**src/rtl/sprite_pkg.sv**
```systemverilog
// Shared types and constants for the sprite layer.
package sprite_pkg;

    localparam int unsigned H_VISIBLE = 640;
    localparam int unsigned V_VISIBLE = 480;

    typedef logic [9:0] coord_t;

    typedef struct packed {
        logic [3:0] r;
        logic [3:0] g;
        logic [3:0] b;
    } rgb4_t;

    // Minimum ROM address width that holds every frame of a w x h sprite.
    function automatic int unsigned spr_addr_w(input int unsigned w,
                                               input int unsigned h,
                                               input int unsigned frames);
        int unsigned n;
        n = w * h * frames;
        return (n > 1) ? $clog2(n) : 1;
    endfunction

endpackage

```
**src/rtl/sprite_scan_counter.sv**
```systemverilog
// Position/subpixel counter for one axis of the sprite box.
// Outputs show the post-update state, i.e. the position of the current pixel/line.
module sprite_scan_counter
    import sprite_pkg::*;
#(
    parameter int unsigned CNT_W = 5,
    parameter int unsigned SUB_W = 4
) (
    input  logic             clk_i,
    input  logic             rst_i,
    input  logic             start_i,
    input  logic             step_i,
    input  logic             clear_i,
    input  logic [CNT_W-1:0] len_i,
    input  logic [SUB_W-1:0] scale_i,
    output logic             active_o,
    output logic [CNT_W-1:0] idx_o
);

    logic             active_q, active_d;
    logic [CNT_W-1:0] idx_q, idx_d;
    logic [SUB_W-1:0] sub_q, sub_d;

    // Next state: restart, forced stop, or one scaled step along the axis.
    always_comb begin
        active_d = active_q;
        idx_d    = idx_q;
        sub_d    = sub_q;
        if (start_i) begin
            active_d = 1'b1;
            idx_d    = '0;
            sub_d    = '0;
        end else if (clear_i) begin
            active_d = 1'b0;
        end else if (active_q && step_i) begin
            if (sub_q == scale_i - 1'b1) begin
                sub_d = '0;
                if (idx_q == len_i - 1'b1) begin
                    active_d = 1'b0;
                end else begin
                    idx_d = idx_q + 1'b1;
                end
            end else begin
                sub_d = sub_q + 1'b1;
            end
        end
    end

    assign active_o = active_d;
    assign idx_o    = idx_d;

    // State registers with synchronous reset.
    always_ff @(posedge clk_i) begin
        if (rst_i) begin
            active_q <= 1'b0;
            idx_q    <= '0;
            sub_q    <= '0;
        end else begin
            active_q <= active_d;
            idx_q    <= idx_d;
            sub_q    <= sub_d;
        end
    end

endmodule

```
**src/rtl/sprite_renderer.sv**
```systemverilog
// Animated, scaled sprite overlay between the VGA timing and the colour mapper.
// Pipeline: stage 1 ROM address, stage 2 ROM data/palette, stage 3 colour out.
module sprite_renderer
    import sprite_pkg::*;
#(
    parameter int unsigned SPR_W           = 20,
    parameter int unsigned SPR_H           = 20,
    parameter int unsigned FRAMES          = 4,
    parameter int unsigned SCALE           = 2,
    parameter int unsigned IDX_W           = 5,
    parameter int unsigned ADDR_W          = 11,
    parameter int unsigned TRANSPARENT_IDX = 0,
    parameter int unsigned ANIM_DIV        = 8
) (
    input  logic              vga_clk,
    input  logic              Reset,
    input  logic [9:0]        DrawX,
    input  logic [9:0]        DrawY,
    input  logic              blank,
    input  logic [9:0]        sprite_x,
    input  logic [9:0]        sprite_y,
    input  logic              flip_h,
    input  logic              anim_en,
    input  logic [3:0]        bg_red,
    input  logic [3:0]        bg_green,
    input  logic [3:0]        bg_blue,
    output logic [ADDR_W-1:0] rom_address,
    input  logic [IDX_W-1:0]  rom_q,
    output logic [IDX_W-1:0]  pal_index,
    input  logic [3:0]        pal_red,
    input  logic [3:0]        pal_green,
    input  logic [3:0]        pal_blue,
    output logic [3:0]        red,
    output logic [3:0]        green,
    output logic [3:0]        blue,
    output logic              hit
);

    localparam int unsigned CNT_W = $clog2(((SPR_W > SPR_H) ? SPR_W : SPR_H) + 1);
    localparam int unsigned SUB_W = 4;
    localparam int unsigned FRM_W = (FRAMES > 1) ? $clog2(FRAMES) : 1;
    localparam int unsigned DIV_W = (ANIM_DIV > 1) ? $clog2(ANIM_DIV) : 1;

    coord_t            sx_l_q, sy_l_q;
    logic              flip_l_q;
    logic [FRM_W-1:0]  frame_q, frame_d;
    logic [DIV_W-1:0]  div_q, div_d;

    logic              frame_start;
    coord_t            sx_eff, sy_eff;
    logic              flip_eff;

    logic              vstart, hstart, vact, hact;
    logic [CNT_W-1:0]  vrow, hcol, col_sel;
    logic [ADDR_W-1:0] addr_d;
    logic              in_box;

    logic              in_box1_q, blank1_q, in_box2_q, blank2_q;
    rgb4_t             bg1_q, bg2_q;
    rgb4_t             out_q, out_d;
    logic              hit_q, hit_d;

    // Frame-start latch view and animation divider/frame step.
    always_comb begin
        frame_start = (DrawX == '0) && (DrawY == '0);
        sx_eff      = frame_start ? sprite_x : sx_l_q;
        sy_eff      = frame_start ? sprite_y : sy_l_q;
        flip_eff    = frame_start ? flip_h   : flip_l_q;
        frame_d     = frame_q;
        div_d       = div_q;
        if (frame_start && anim_en) begin
            if (div_q == DIV_W'(ANIM_DIV - 1)) begin
                div_d   = '0;
                frame_d = (frame_q == FRM_W'(FRAMES - 1)) ? '0 : frame_q + 1'b1;
            end else begin
                div_d = div_q + 1'b1;
            end
        end
    end

    assign vstart = (DrawX == '0) && (DrawY == sy_eff) && (sy_eff < coord_t'(V_VISIBLE));
    assign hstart = vact && (DrawX == sx_eff) && (sx_eff < coord_t'(H_VISIBLE));

    // Rows: a frame start drops any box still open from the previous frame.
    sprite_scan_counter #(.CNT_W(CNT_W), .SUB_W(SUB_W)) u_vcnt (
        .clk_i    (vga_clk),
        .rst_i    (Reset),
        .start_i  (vstart),
        .step_i   (DrawX == '0),
        .clear_i  (frame_start),
        .len_i    (CNT_W'(SPR_H)),
        .scale_i  (SUB_W'(SCALE)),
        .active_o (vact),
        .idx_o    (vrow)
    );

    // Columns: DrawX==0 closes a box left open past the end of the line.
    sprite_scan_counter #(.CNT_W(CNT_W), .SUB_W(SUB_W)) u_hcnt (
        .clk_i    (vga_clk),
        .rst_i    (Reset),
        .start_i  (hstart),
        .step_i   (vact),
        .clear_i  (DrawX == '0),
        .len_i    (CNT_W'(SPR_W)),
        .scale_i  (SUB_W'(SCALE)),
        .active_o (hact),
        .idx_o    (hcol)
    );

    // Texel address; the row base is the row index times SPR_W (constant multiply).
    always_comb begin
        col_sel = flip_eff ? (CNT_W'(SPR_W - 1) - hcol) : hcol;
        addr_d  = ADDR_W'(frame_d) * ADDR_W'(SPR_W * SPR_H)
                + ADDR_W'(vrow) * ADDR_W'(SPR_W)
                + ADDR_W'(col_sel);
        in_box  = vact && hact;
    end

    assign pal_index = rom_q;

    // Final colour selection for the pixel whose texel arrives on rom_q.
    always_comb begin
        out_d = '0;
        hit_d = 1'b0;
        if (blank2_q) begin
            if (in_box2_q && (rom_q != IDX_W'(TRANSPARENT_IDX))) begin
                out_d = {pal_red, pal_green, pal_blue};
                hit_d = 1'b1;
            end else begin
                out_d = bg2_q;
            end
        end
    end

    // Latched position, animation state and the three pipeline stages.
    always_ff @(posedge vga_clk) begin
        if (Reset) begin
            sx_l_q      <= '0;
            sy_l_q      <= '0;
            flip_l_q    <= 1'b0;
            frame_q     <= '0;
            div_q       <= '0;
            rom_address <= '0;
            in_box1_q   <= 1'b0;
            blank1_q    <= 1'b0;
            bg1_q       <= '0;
            in_box2_q   <= 1'b0;
            blank2_q    <= 1'b0;
            bg2_q       <= '0;
            out_q       <= '0;
            hit_q       <= 1'b0;
        end else begin
            if (frame_start) begin
                sx_l_q   <= sprite_x;
                sy_l_q   <= sprite_y;
                flip_l_q <= flip_h;
            end
            frame_q     <= frame_d;
            div_q       <= div_d;
            rom_address <= addr_d;
            in_box1_q   <= in_box;
            blank1_q    <= blank;
            bg1_q       <= {bg_red, bg_green, bg_blue};
            in_box2_q   <= in_box1_q;
            blank2_q    <= blank1_q;
            bg2_q       <= bg1_q;
            out_q       <= out_d;
            hit_q       <= hit_d;
        end
    end

    assign red   = out_q.r;
    assign green = out_q.g;
    assign blue  = out_q.b;
    assign hit   = hit_q;

endmodule

```
**config.mk**
```make
export PLATFORM = sky130hd
export DESIGN_NAME = sprite_renderer
export DESIGN_NICKNAME = d
export VERILOG_FILES = /design/src/rtl/sprite_pkg.sv /design/src/rtl/sprite_scan_counter.sv /design/src/rtl/sprite_renderer.sv
export SDC_FILE = /design/constraint.sdc
export NUM_CORES = 1
export LEC_CHECK = 0
export BUFFER_PORTS_ARGS = -buffer_cell sky130_fd_sc_hd__buf_2
export CORE_MARGIN = 5
export CORE_UTILIZATION = 30
export DETAILED_ROUTE_END_ITERATION = 10
export GPL_ROUTABILITY_DRIVEN = 0
export HOLD_SLACK_MARGIN = 0.12
export SLEW_MARGIN = 15
export SYNTH_ARGS = -nofsm -noshare
export SYNTH_HDL_FRONTEND = slang
export SYNTH_SLANG_ARGS = --single-unit
```
**constraint.sdc**
```tcl
create_clock -name vga_clk -period 7.9 [get_ports vga_clk]
set_input_delay 1.58 -clock vga_clk [delete_from_list [all_inputs] [get_ports vga_clk]]
set_output_delay 1.58 -clock vga_clk [all_outputs]
set_load 0.02 [all_outputs]
```
# After elaboration in Yosys (flattened, before gate mapping)
# Cells that the tools add are included.
[classes] n_addsub=9 n_lt_le_gt_ge=2 mux=32 bitwise_logic=3 mul=2 n_eq_ne=8 n_reduce_logical=18
[ops] cell="5-bit 2-to-1 mux" n=11
[ops] cell="10-bit equality test" n=2
[ops] cell="10-bit logical NOT" n=2
[ops] cell="10-bit 2-to-1 mux" n=2
[ops] cell="1-bit 2-to-1 mux" n=12
[ops] cell="12-bit 2-to-1 mux" n=1
[ops] cell="11-bit by 10-bit adder with 11-bit output" n=1
[ops] cell="11-bit by 5-bit adder with 11-bit output" n=1
[ops] cell="5-bit by 1-bit adder with 5-bit output, second input constant" n=2
[ops] cell="5-bit equality test, second input constant" n=2
[ops] cell="1-bit logical AND" n=10
[ops] cell="10-bit < comparator, second input constant" n=1
[ops] cell="10-bit by 9-bit < comparator with 1-bit output, second input constant" n=1
[ops] cell="4-bit by 1-bit adder with 4-bit output, second input constant" n=2
[ops] cell="4-bit by 1-bit equality test with 1-bit output, second input constant" n=2
[ops] cell="5-bit by 3-bit multiplier with 8-bit output, second input constant" n=1
[ops] cell="4-bit 2-to-1 mux" n=2
[ops] cell="2-bit by 5-bit multiplier with 7-bit output, second input constant" n=1
[ops] cell="2-bit 2-to-1 mux" n=3
[ops] cell="2-bit OR reduction" n=3
[ops] cell="5-bit nonzero test" n=1
[ops] cell="5-bit subtractor, first input constant" n=1
[ops] cell="2-bit AND reduction" n=2
[ops] cell="3-bit by 1-bit adder with 3-bit output, second input constant" n=1
[ops] cell="other kinds (5)" n=7
[word_totals] inputBits=74 ff_bits=98

# Longest topological paths before layout
[depth] word_depth=14 depth_mapped=24

# Modules after synthesis
# From an unflattened synthesis, not the netlist that was laid out.
[unflattened] cells_unflattened=607 area_unflattened_um2=5378.9
[by_module_without_submodules] module="sprite_renderer" instances=1 area_each_um2=3654.8 cells_per_inst=407
[by_module_without_submodules] module="sprite_scan_counter" instances=2 area_each_um2=862.1 cells_per_inst=100

# Least setup slack after synthesis
# OpenSTA, ideal clock, no wires.
[synth_path] kind="input-to-reg" startpoint="in DrawX[4]" endpoint="reg rom_address[10]" required_time_ps=7772 slack_ps=1760 arrival_time_ps=6012 stages=24 setup_time_ps=128 path_cell_list="nor4_2 > nand3_2 > nor2_2 > buf_2 > mux2i_1 > o22ai_1 > o31a_1 > buf_2 > buf_2 > o21a_1 > a31oi_1 > ha_1 > nor2b_1 > xnor2_1 > fa_1 > ha_1 > a21o_1 > a21oi_1 > nor2b_1 > o211ai_1 > nand2b_1 > a21oi_1 > xnor2_1 > nor2_1"
[synth_between] elab_chain_len=14
[synth_rtl] element="start: declaration" line="sprite_renderer.sv:17" source="input logic [9:0] DrawX,"
[synth_rtl] element="branches (longest 13 deep; another with 11-bit by 10-bit adder with 11-bit output)"
[synth_rtl] element="11-bit by 5-bit adder with 11-bit output *" line="sprite_renderer.sv:115" source="+ ADDR_W'(col_sel);"
[synth_rtl] element="end signal: assignment" line="sprite_renderer.sv:160" source="rom_address <= addr_d;"
[synth_rtl] element="end: declaration" line="sprite_renderer.sv:27" source="output logic [ADDR_W-1:0] rom_address,"
# Mark *: on every way between the ends.
# A chain may end at the register's enable or synchronous reset.

# Worst setup path in the final report
# Ends and elaborated chain as after synthesis.

==> results.sh <==
export IMPL_run_status="complete, no violations"
export IMPL_crit_fanout=21
export IMPL_synth_area_leaders="dfxtp_1 (43%), ha_1 (7.1%), nor2_1 (5.4%), nor2b_1 (5.4%), mux2i_1 (5.1%)"
export IMPL_areaGrowthSynthToFinish_pct=20.8
export IMPL_ctsRootBufferMaster="clkbuf_16"
export IMPL_synth_net_count=595
export IMPL_yosysUniqueCellTypes=57
export IMPL_worstPathArrival_ns=6.79
export IMPL_htreeDepth=3
export IMPL_power_internal_uw=774
export IMPL_clock_sinks=98
export IMPL_dp_cells=762
export IMPL_critPathBufInv=1
export IMPL_hold_path_class="reg2reg"
export IMPL_p_comb_frac=0.053
export IMPL_power_uw=997
export IMPL_drt_initial_drc_count=114
export IMPL_port_buffers=102
export IMPL_fin_setup_tns_ns=0
export IMPL_synth_top_area_frac=0.431
export IMPL_avgRoutedWirePerCell_um=13.3
export IMPL_nFillCells=1514
export IMPL_clock_power_share=0.443
export IMPL_cp_slowest_cell="o31a_1"
export IMPL_path_cells="buf_2 > nor4_2 > nand3_2 > or2_1 > mux2i_1 > o21bai_1 > o31a_1 > nor2_2 > a221oi_4 > ha_1 > nor2b_1 > xnor2_1 > fa_1 > ha_1 > a21o_1 > a21oi_1 > nor2b_1 > o211ai_1 > nand2b_1 > a21oi_1 > xnor2_1 > nor2_1"
export IMPL_clk_path_buf_depth=2
export IMPL_tritoncts="yes"
export IMPL_synth_edf_count=0
export IMPL_yosys_area_top_type="dfxtp_1"
export IMPL_layout_cells_non_filler=778
export IMPL_timing_fmax_ghz=0.152
export IMPL_layout_drive_gt1_share=0.234
export IMPL_drv_cap=0
export IMPL_max_slew_margin=0.478
export IMPL_drv_slew=0
export IMPL_p_sw_frac=0.223
export IMPL_fin_crit_sh=0.833
export IMPL_cts_buffers=9
export IMPL_post_cts_buffers=0
export IMPL_diodes=0
export IMPL_grt_overflow_total=0
export IMPL_clock_latency_ns=0.35
export IMPL_track_usage=0.117
export IMPL_seqCellArea_um2=1960
export IMPL_drc=0
export IMPL_synth_common_cells="dfxtp_1 (98), nor2_1 (65), nand2_1 (40)"
export IMPL_synth_async_reset_ratio=0
export IMPL_multi_input_area_um2=2420
export IMPL_netlist_instances=492
export IMPL_p_switching_uw=222
export IMPL_grt_pass1_vias=3706
export IMPL_initial_core_util=0.303
export IMPL_hold_viol=0
export IMPL_worst_pin_slew_ns=0.783
export IMPL_holdWs_ns=0.436
export IMPL_grt_pass1_wl_um=17000
export IMPL_fp_dieW_um=133
export IMPL_drtAntennaViolNets=0
export IMPL_dieArea_um2=17700
export IMPL_vdd_drop_max_mv=0.102
export IMPL_cts_resized=0
export IMPL_period_needed_ns=6.58
export IMPL_yosys_warnings=0
export IMPL_cp_required_ns=8.11
export IMPL_power_density_nw_per_um2=181
export IMPL_grt_max_degree=71
export IMPL_max_stage_delay_ns=0.64
export IMPL_synth_flop_cell="dfxtp_1"
export IMPL_pwr_share_seq=0.503
export IMPL_boundaryPins=103
export IMPL_core_area_um2=15000
export IMPL_yosysMostFrequentCell="dfxtp_1"
export IMPL_synth_seq_cells=98
export IMPL_critPathLaunchType="input port"
export IMPL_first_pass_iters=4
export IMPL_cts_hold_buf=0
export IMPL_path_class="in2reg"
export IMPL_routed_wl_um=10300
export IMPL_ys_seq_area_frac=0.431
export IMPL_rows=45
export IMPL_antenna_found_initial=0
export IMPL_dp_hpwl_um=7910
export IMPL_p_leak_nw=2.49
export IMPL_synth_avg_cell_area_um2=9.25
export IMPL_nets=688
export IMPL_crit_family="compound AO/OA/AOI/OAI gates"
export IMPL_vias_per_cell=4.72
export IMPL_via_count=3673
export IMPL_fp_dieH_um=133
export IMPL_setup_violations=0
export IMPL_path_clk_slew_ns=0.07
export IMPL_fin_skew_ns=0.00684
export IMPL_rsz0062_at_grt="no"
export IMPL_endpoint_kind="register"
export IMPL_netlist_area_um2=4550
## final cells by class
| type | instances | share of cell area |
|---|---|---|
| well taps | 188 | 0.0428 |
| repair buffers | 105 | 0.0970 |
| multi-input cells | 358 | 0.439 |
| inverters | 13 | 0.00888 |
| clock buffers | 10 | 0.0416 |
| flip-flops and latches | 98 | 0.357 |
| clock inverters | 6 | 0.0134 |
## power groups by stage
| stage | sequential [mW] | clock, mW | combinational (mW) |
|---|---|---|---|
| after floorplan | 0.513 | 0 | 0.0254 |
| after global placement | 0.513 | 0 | 0.0524 |
| after detailed placement | 0.513 | 0 | 0.0533 |
| after CTS | 0.502 | 0.458 | 0.0535 |
| after global routing | 0.502 | 0.481 | 0.0587 |
| final | 0.502 | 0.442 | 0.0532 |
## flip-flops by register name, summed over array words and instances, names as in the netlist, 2 cells and up
| register | count |
|---|---|
| u_hcnt.idx_q | 5 |
| rom_address | 11 |
| u_vcnt.idx_q | 5 |
| sx_l_q | 10 |
| bg2_q | 12 |
| div_q | 3 |
| sy_l_q | 10 |
| bg1_q | 12 |
| u_hcnt.sub_q | 4 |
| green | 4 |
| u_vcnt.sub_q | 4 |
| blue | 4 |
| red | 4 |
| frame_q | 2 |
## final timing paths
check             depth (start not counted)               to  slack [ns]       startpoint
hold reg to reg                           1         bg2_q[4]        0.44         bg1_q[4]
hold / removal                            1         bg2_q[4]        0.44         bg1_q[4]
setup reg to reg                         20  rom_address[10]        2.72  u_vcnt.idx_q[0]
setup / recovery                         22  rom_address[10]        1.32         DrawX[4]
## logic make-up (layout without fill, tap and decap cells)
kind of cell	after synthesis	after routing	synth area share
buf+inv	36	134	0.0382
flops	98	98	0.431
mux	26	26	0.0585
compound gates	67	67	0.0973
xor+xnor	30	30	0.0577
fa+ha+maj	29	29	0.0847
simple gates	206	206	0.233
## layout by cell type, fill, tap and decap left out, types with 9 or more instances in the layout
| cell | netlist | final |
|---|---|---|
| xnor2_1 | 21 | 21 |
| mux2i_1 | 23 | 23 |
| xor2_1 | 9 | 9 |
| buf_2 | 4 | 102 |
| ha_1 | 26 | 26 |
| nor2b_1 | 39 | 39 |
| clkbuf_16 | 0 | 9 |
| a21oi_1 | 31 | 31 |
| nand2_1 | 40 | 40 |
| inv_1 | 13 | 13 |
| dfxtp_1 | 98 | 98 |
| nor3_1 | 12 | 12 |
| nor2_1 | 65 | 65 |
| nand3_1 | 9 | 9 |
## stage by stage
stage               setup WS (ns)  cell area (µm²)   util
floorplan                    1.76             4550      -
global route                0.782             5500  0.366
finish                       1.32             5500  0.366
detailed placement           1.05             5190  0.346
CTS                          1.30             5500  0.366
global placement             1.19             5190  0.346
## metal layers
metal | up-vias | global-route usage | part of all wire
li1 | 1865 | - | -
met1 | 1693 | 0.135 | 0.41
met2 | 98 | 0.200 | 0.51
met3 | 17 | 0.0385 | 0.055
met4 | 0 | 0.0480 | 0.024
met5 | - | 0 | 0
No activity file was read; power rests on OpenSTA's default activity.
